**config.mk**
```make
export PLATFORM = sky130hd
export DESIGN_NAME = baud_gen_ovs
export DESIGN_NICKNAME = d
export VERILOG_FILES = /design/src/rtl/baud_gen_ovs.sv
export SDC_FILE = /design/constraint.sdc
export NUM_CORES = 1
export LEC_CHECK = 0
export BUFFER_PORTS_ARGS = -buffer_cell sky130_fd_sc_hd__buf_2
export CORE_MARGIN = 2
export CORE_UTILIZATION = 64
export DETAILED_ROUTE_END_ITERATION = 10
export PLACE_DENSITY = 0.84
export RECOVER_POWER = 25
export SKIP_CTS_REPAIR_TIMING = 1
export SYNTH_ARGS = -nofsm -noshare
export SYNTH_HDL_FRONTEND = slang
export SYNTH_SLANG_ARGS = --single-unit
```
**constraint.sdc**
```tcl
create_clock -name clk -period 2.9 [get_ports clk]
set_input_delay 0.58 -clock clk [delete_from_list [all_inputs] [get_ports clk]]
set_output_delay 0.58 -clock clk [all_outputs]
set_load 0.01 [all_outputs]
```
**src/rtl/baud_gen_ovs.sv**
```systemverilog
// baud_gen_ovs: oversampling baud generator (tick / mid_tick / bit_tick); define BAUD_FRAC_EN for fractional divisor
module baud_gen_ovs #(
    parameter int CNT_W = 16,
    parameter int OVS   = 16
) (
    input  logic             clk,
    input  logic             reset,
    input  logic             en,
    input  logic [CNT_W-1:0] dvsr,
    input  logic             dvsr_ld,
    input  logic             sync_clr,
`ifdef BAUD_FRAC_EN
    input  logic [3:0]       dvsr_frac,
`endif
    output logic             tick,
    output logic             mid_tick,
    output logic             bit_tick
);
    localparam int OW = $clog2(OVS);
    logic [CNT_W-1:0] cnt, div_q, pend_val;
    logic [OW-1:0]    ovs_cnt;
    logic             pend_q, at_top, hold, wrap;
    assign at_top = cnt == div_q;
    assign wrap   = en & at_top & ~hold & ~sync_clr;
`ifdef BAUD_FRAC_EN
    logic [3:0] acc, frac_q, pend_frac;
    logic [4:0] acc_sum;
    logic       stretch;
    assign acc_sum = {1'b0, acc} + {1'b0, frac_q};
    assign hold    = stretch;
    // a carry out of acc stretches the following period by one clock
    always_ff @(posedge clk) begin
        if (reset) begin
            acc       <= '0;
            frac_q    <= '0;
            pend_frac <= '0;
            stretch   <= 1'b0;
        end else begin
            if (sync_clr) begin
                acc     <= '0;
                stretch <= 1'b0;
            end else if (wrap) begin
                acc     <= acc_sum[3:0];
                stretch <= acc_sum[4];
            end else if (en && at_top)
                stretch <= 1'b0;
            if (dvsr_ld && !en)
                frac_q <= dvsr_frac;
            else if (wrap)
                frac_q <= dvsr_ld ? dvsr_frac : pend_q ? pend_frac : frac_q;
            else if (dvsr_ld)
                pend_frac <= dvsr_frac;
        end
    end
`else
    assign hold = 1'b0;
`endif
    always_ff @(posedge clk) begin
        if (reset) begin
            cnt      <= '0;
            ovs_cnt  <= '0;
            div_q    <= '0;
            pend_q   <= 1'b0;
            pend_val <= '0;
            tick     <= 1'b0;
            mid_tick <= 1'b0;
            bit_tick <= 1'b0;
        end else begin
            tick     <= wrap;
            mid_tick <= wrap && ovs_cnt == OW'(OVS/2-1);
            bit_tick <= wrap && ovs_cnt == OW'(OVS-1);
            if (sync_clr) begin
                cnt     <= '0;
                ovs_cnt <= '0;
            end else if (en) begin
                cnt     <= wrap ? '0 : (hold && at_top) ? cnt : cnt + 1'b1;
                ovs_cnt <= wrap ? ovs_cnt + 1'b1 : ovs_cnt;
            end
            // idle loads apply at once; running loads wait for the period boundary
            if (dvsr_ld && !en) begin
                div_q  <= dvsr;
                pend_q <= 1'b0;
                cnt    <= '0;
            end else if (wrap) begin
                div_q  <= dvsr_ld ? dvsr : pend_q ? pend_val : div_q;
                pend_q <= 1'b0;
            end else if (dvsr_ld) begin
                pend_q   <= 1'b1;
                pend_val <= dvsr;
            end
        end
    end
endmodule

```
==> metrics.md <==
| Metric | Value |
|---|---|
| Worst-Skew Late Latency | approximately 0.32 ns |
| Clock Sink Count | 56 |
| Synth cell count leaders | 56 x dfxtp_1, 39 x nor2_1, 38 x nand2_1 |
| Syn Area/Cell | roughly 9 um2 |
| Die X | ~73 um |
| Num CTS Buffers | 5 |
| Antenna Cells | 0 |
| DR pass1 iterations | 6 |
| Most frequent cell after synthesis | dfxtp_1 |
| Crit path max fanout | 22 |
| NetSw | 0.493 mW |
| Arr. time, crit path | between 2 and 3 ns |
| Core area | 4660 um2 |
| Sw frac | just over 30% |
| Top_reg_cell synth | dfxtp_1 |
| Clock Tree Buf Depth | 2 |
| Syn_nets | approximately 360 |
| Minimum clock period | between 2 and 2.5 ns |
| Ys async rst share | 0% |
| Maximum vdd drop | approximately 0.00026 V |
| Post-DRT Antenna Nets | 0 |
| Fmax | between 400 and 500 MHz |
| WP data required | 3.11 ns |
| Hold_ws | 0.469 ns |
| Sequential Power Share | about 54% |
| # fillers | 376 |
| # DRC | 0 |
| Sequential fraction of the synthesis area | ~37% |
| Int Pwr | roughly 1.1 mW |
| Worst hold path class | reg2reg |
| Worst-path clk slew | ~0.11 ns |
| Root Buffer | clkbuf_8 |
| Final setup viols | 0 |
| Pleak | between 1 and 1.5 nW |
| RSZ-0062 raised after global routing | no |
| Initial antenna violation count | 0 |
| Largest cells by area after synthesis | dfxtp_1 37%, mux2_2 5.9%, xor2_1 5.7%, a221o_1 5.3%, nor2_1 4.8% |
| Largest net degree at the start of global routing | 41 |
| Number of global-route vias before repair | between 2000 and 2500 |
| P&R area growth vs syn | 7.18% |
| Startpoint Class | flop |
| Max-Cap Viols | 0 |
| Final hold violation count | 0 |
| Logic pwr share | 18.8% |
| Vias | between 2000 and 3000 |
| TritonCTS clock tree | yes |
| H-tree Lvls | 2 |
| Initial drt markers | between 200 and 250 |
| Row count | 25 |
| Layout cells sized above 1 | around 17% |
| Slew Limit Fails | 0 |
| Setup TNS | 0 ns |
| Gpl congestion | roughly 0.8 |
| Vias per cell | ~6.5 |
| Mapped Area | slightly above 3000 um2 |
| Routed wire length per instance | ~17 um |
| DP HPWL | between 4 and 5 mm |
| Final wirelength | approximately 6.8 mm |
| Final period util | between 70% and 80% |
| Worst Setup End Kind | flop |
| Seq cells post-synth | 56 |
| Dpl ws | a little over 0.7 ns |
| Initial Util | 65.4% |
| Worst-margin pin slew | ~0.91 ns |
| Synth area leader | dfxtp_1 |
| Gr usage total | 26.8% |
| Critical path type | reg2reg |
| Overflow after GRT | 0 |
| Slew margin rel. | 39.4% |
| Yosys warnings | 0 |
| Synth unique cells | 39 |
| Post-synth EDFFs | 0 |
| Cells after synthesis | roughly 340 |
| DIE AREA | 5330 um2 |
| Run status | complete, no violations |
| Power Dens Cells | just under 500 nW/um2 |
| Io pins | 24 |
| Clock Skew | between 0.006 and 0.007 ns |
| Post-synth top area share | a little under two fifths |
| IO Port Bufs | 23 |
| Final #Nets | around 380 |
| Final setup margin | around 0.59 ns |
| Global-route wire length before repair | 11.3 mm |
| Clk pwr share | between 20% and 30% |
| Die Ht | about 73 um |
## worst paths after layout
path / endpoint / cells past startpoint / slack [ns] / start
worst max-delay path: pend_val[11] / 5 / 0.59 / cnt[0]
worst min register to register: mid_tick / 1 / 0.47 / ovs_cnt[3]
worst max register to register: pend_val[11] / 5 / 0.59 / cnt[0]
worst min-delay path: mid_tick / 1 / 0.47 / ovs_cnt[3]
## metrics by stage
step                      area, um2  util [%]  cells  total power, mW
final                          3270      70.1    410             1.60
after global routing           3270      70.1    410             1.66
after CTS                      3290      70.6    410             1.62
after detailed placement       3200      68.7    402             1.19
after global placement         3200      68.7    402             1.18
after floorplan                3050         -    341             1.10
## cell usage in the layout, fill, tap and decap left out, types with 5 or more instances in the layout
| cell | count |
|---|---|
| dfxtp_1 | 56 |
| nor2_1 | 39 |
| nand2_1 | 38 |
| xor2_1 | 20 |
| buf_2 | 20 |
| nor3b_1 | 16 |
| a32oi_1 | 16 |
| mux2_2 | 16 |
| a22oi_1 | 16 |
| a221o_1 | 16 |
| buf_4 | 12 |
| xnor2_1 | 11 |
| o311ai_1 | 11 |
| nand3_1 | 8 |
| nand4_1 | 7 |
| o311ai_0 | 5 |
| clkbuf_8 | 5 |
## routing by layer
| layer | up-vias | GRT usage, % | wire length, um |
|---|---|---|---|
| met5 | - | 0 | 0 |
| met2 | 58 | 43.0 | 3250 |
| met1 | 1308 | 36.7 | 3220 |
| li1 | 1304 | - | - |
| met3 | 7 | 3.59 | 253 |
| met4 | 0 | 10.1 | 101 |
## registers in the layout, summed over array words and instances (netlist names)
| name | count |
|---|---|
| pend_q | 1 |
| div_q | 16 |
| bit_tick | 1 |
| mid_tick | 1 |
| cnt | 16 |
| tick | 1 |
| pend_val | 16 |
| ovs_cnt | 4 |
## cell type report
class                   instances  area, um2  area share [%]
clock buffers                   5       68.8            2.11
well taps                      54       67.6            2.07
multi-input cells             253       1770            54.3
flip-flops and latches         56       1120            34.3
inverters                       3       11.3           0.345
clock inverters                 3       18.8           0.574
repair buffers                 36        205            6.28
## critical path, stage by stage, from the launching register on
cell and delay [ns]:
dfxtp_1 0.48, xor2_1 0.12, nor4_1 0.51, nand3_2 0.20, clkbuf_1 0.43, o311ai_0 0.45
## kinds of logic (layout without fill, tap and decap cells)
family / after synthesis / count (layout) / share of synthesized area (%)
AO/OA/AOI/OAI: 74 / 74 / 20.7
XOR/XNOR: 31 / 31 / 8.91
adder cells (fa/ha/maj): 2 / 2 / 0.821
buffers and inverters: 32 / 47 / 4.51
flip-flops: 56 / 56 / 36.8
multiplexers: 17 / 17 / 6.24
AND/OR/NAND/NOR: 129 / 129 / 22.0
## power by group through the flow
stage	Combinational (mW)	Clock [mW]	Sequential, mW
floorplan	0.242	0	0.862
global placement	0.302	0	0.876
detailed placement	0.312	0	0.876
CTS	0.313	0.444	0.858
global route	0.334	0.464	0.864
finish	0.302	0.441	0.859
(Power assumes the default switching activity.)
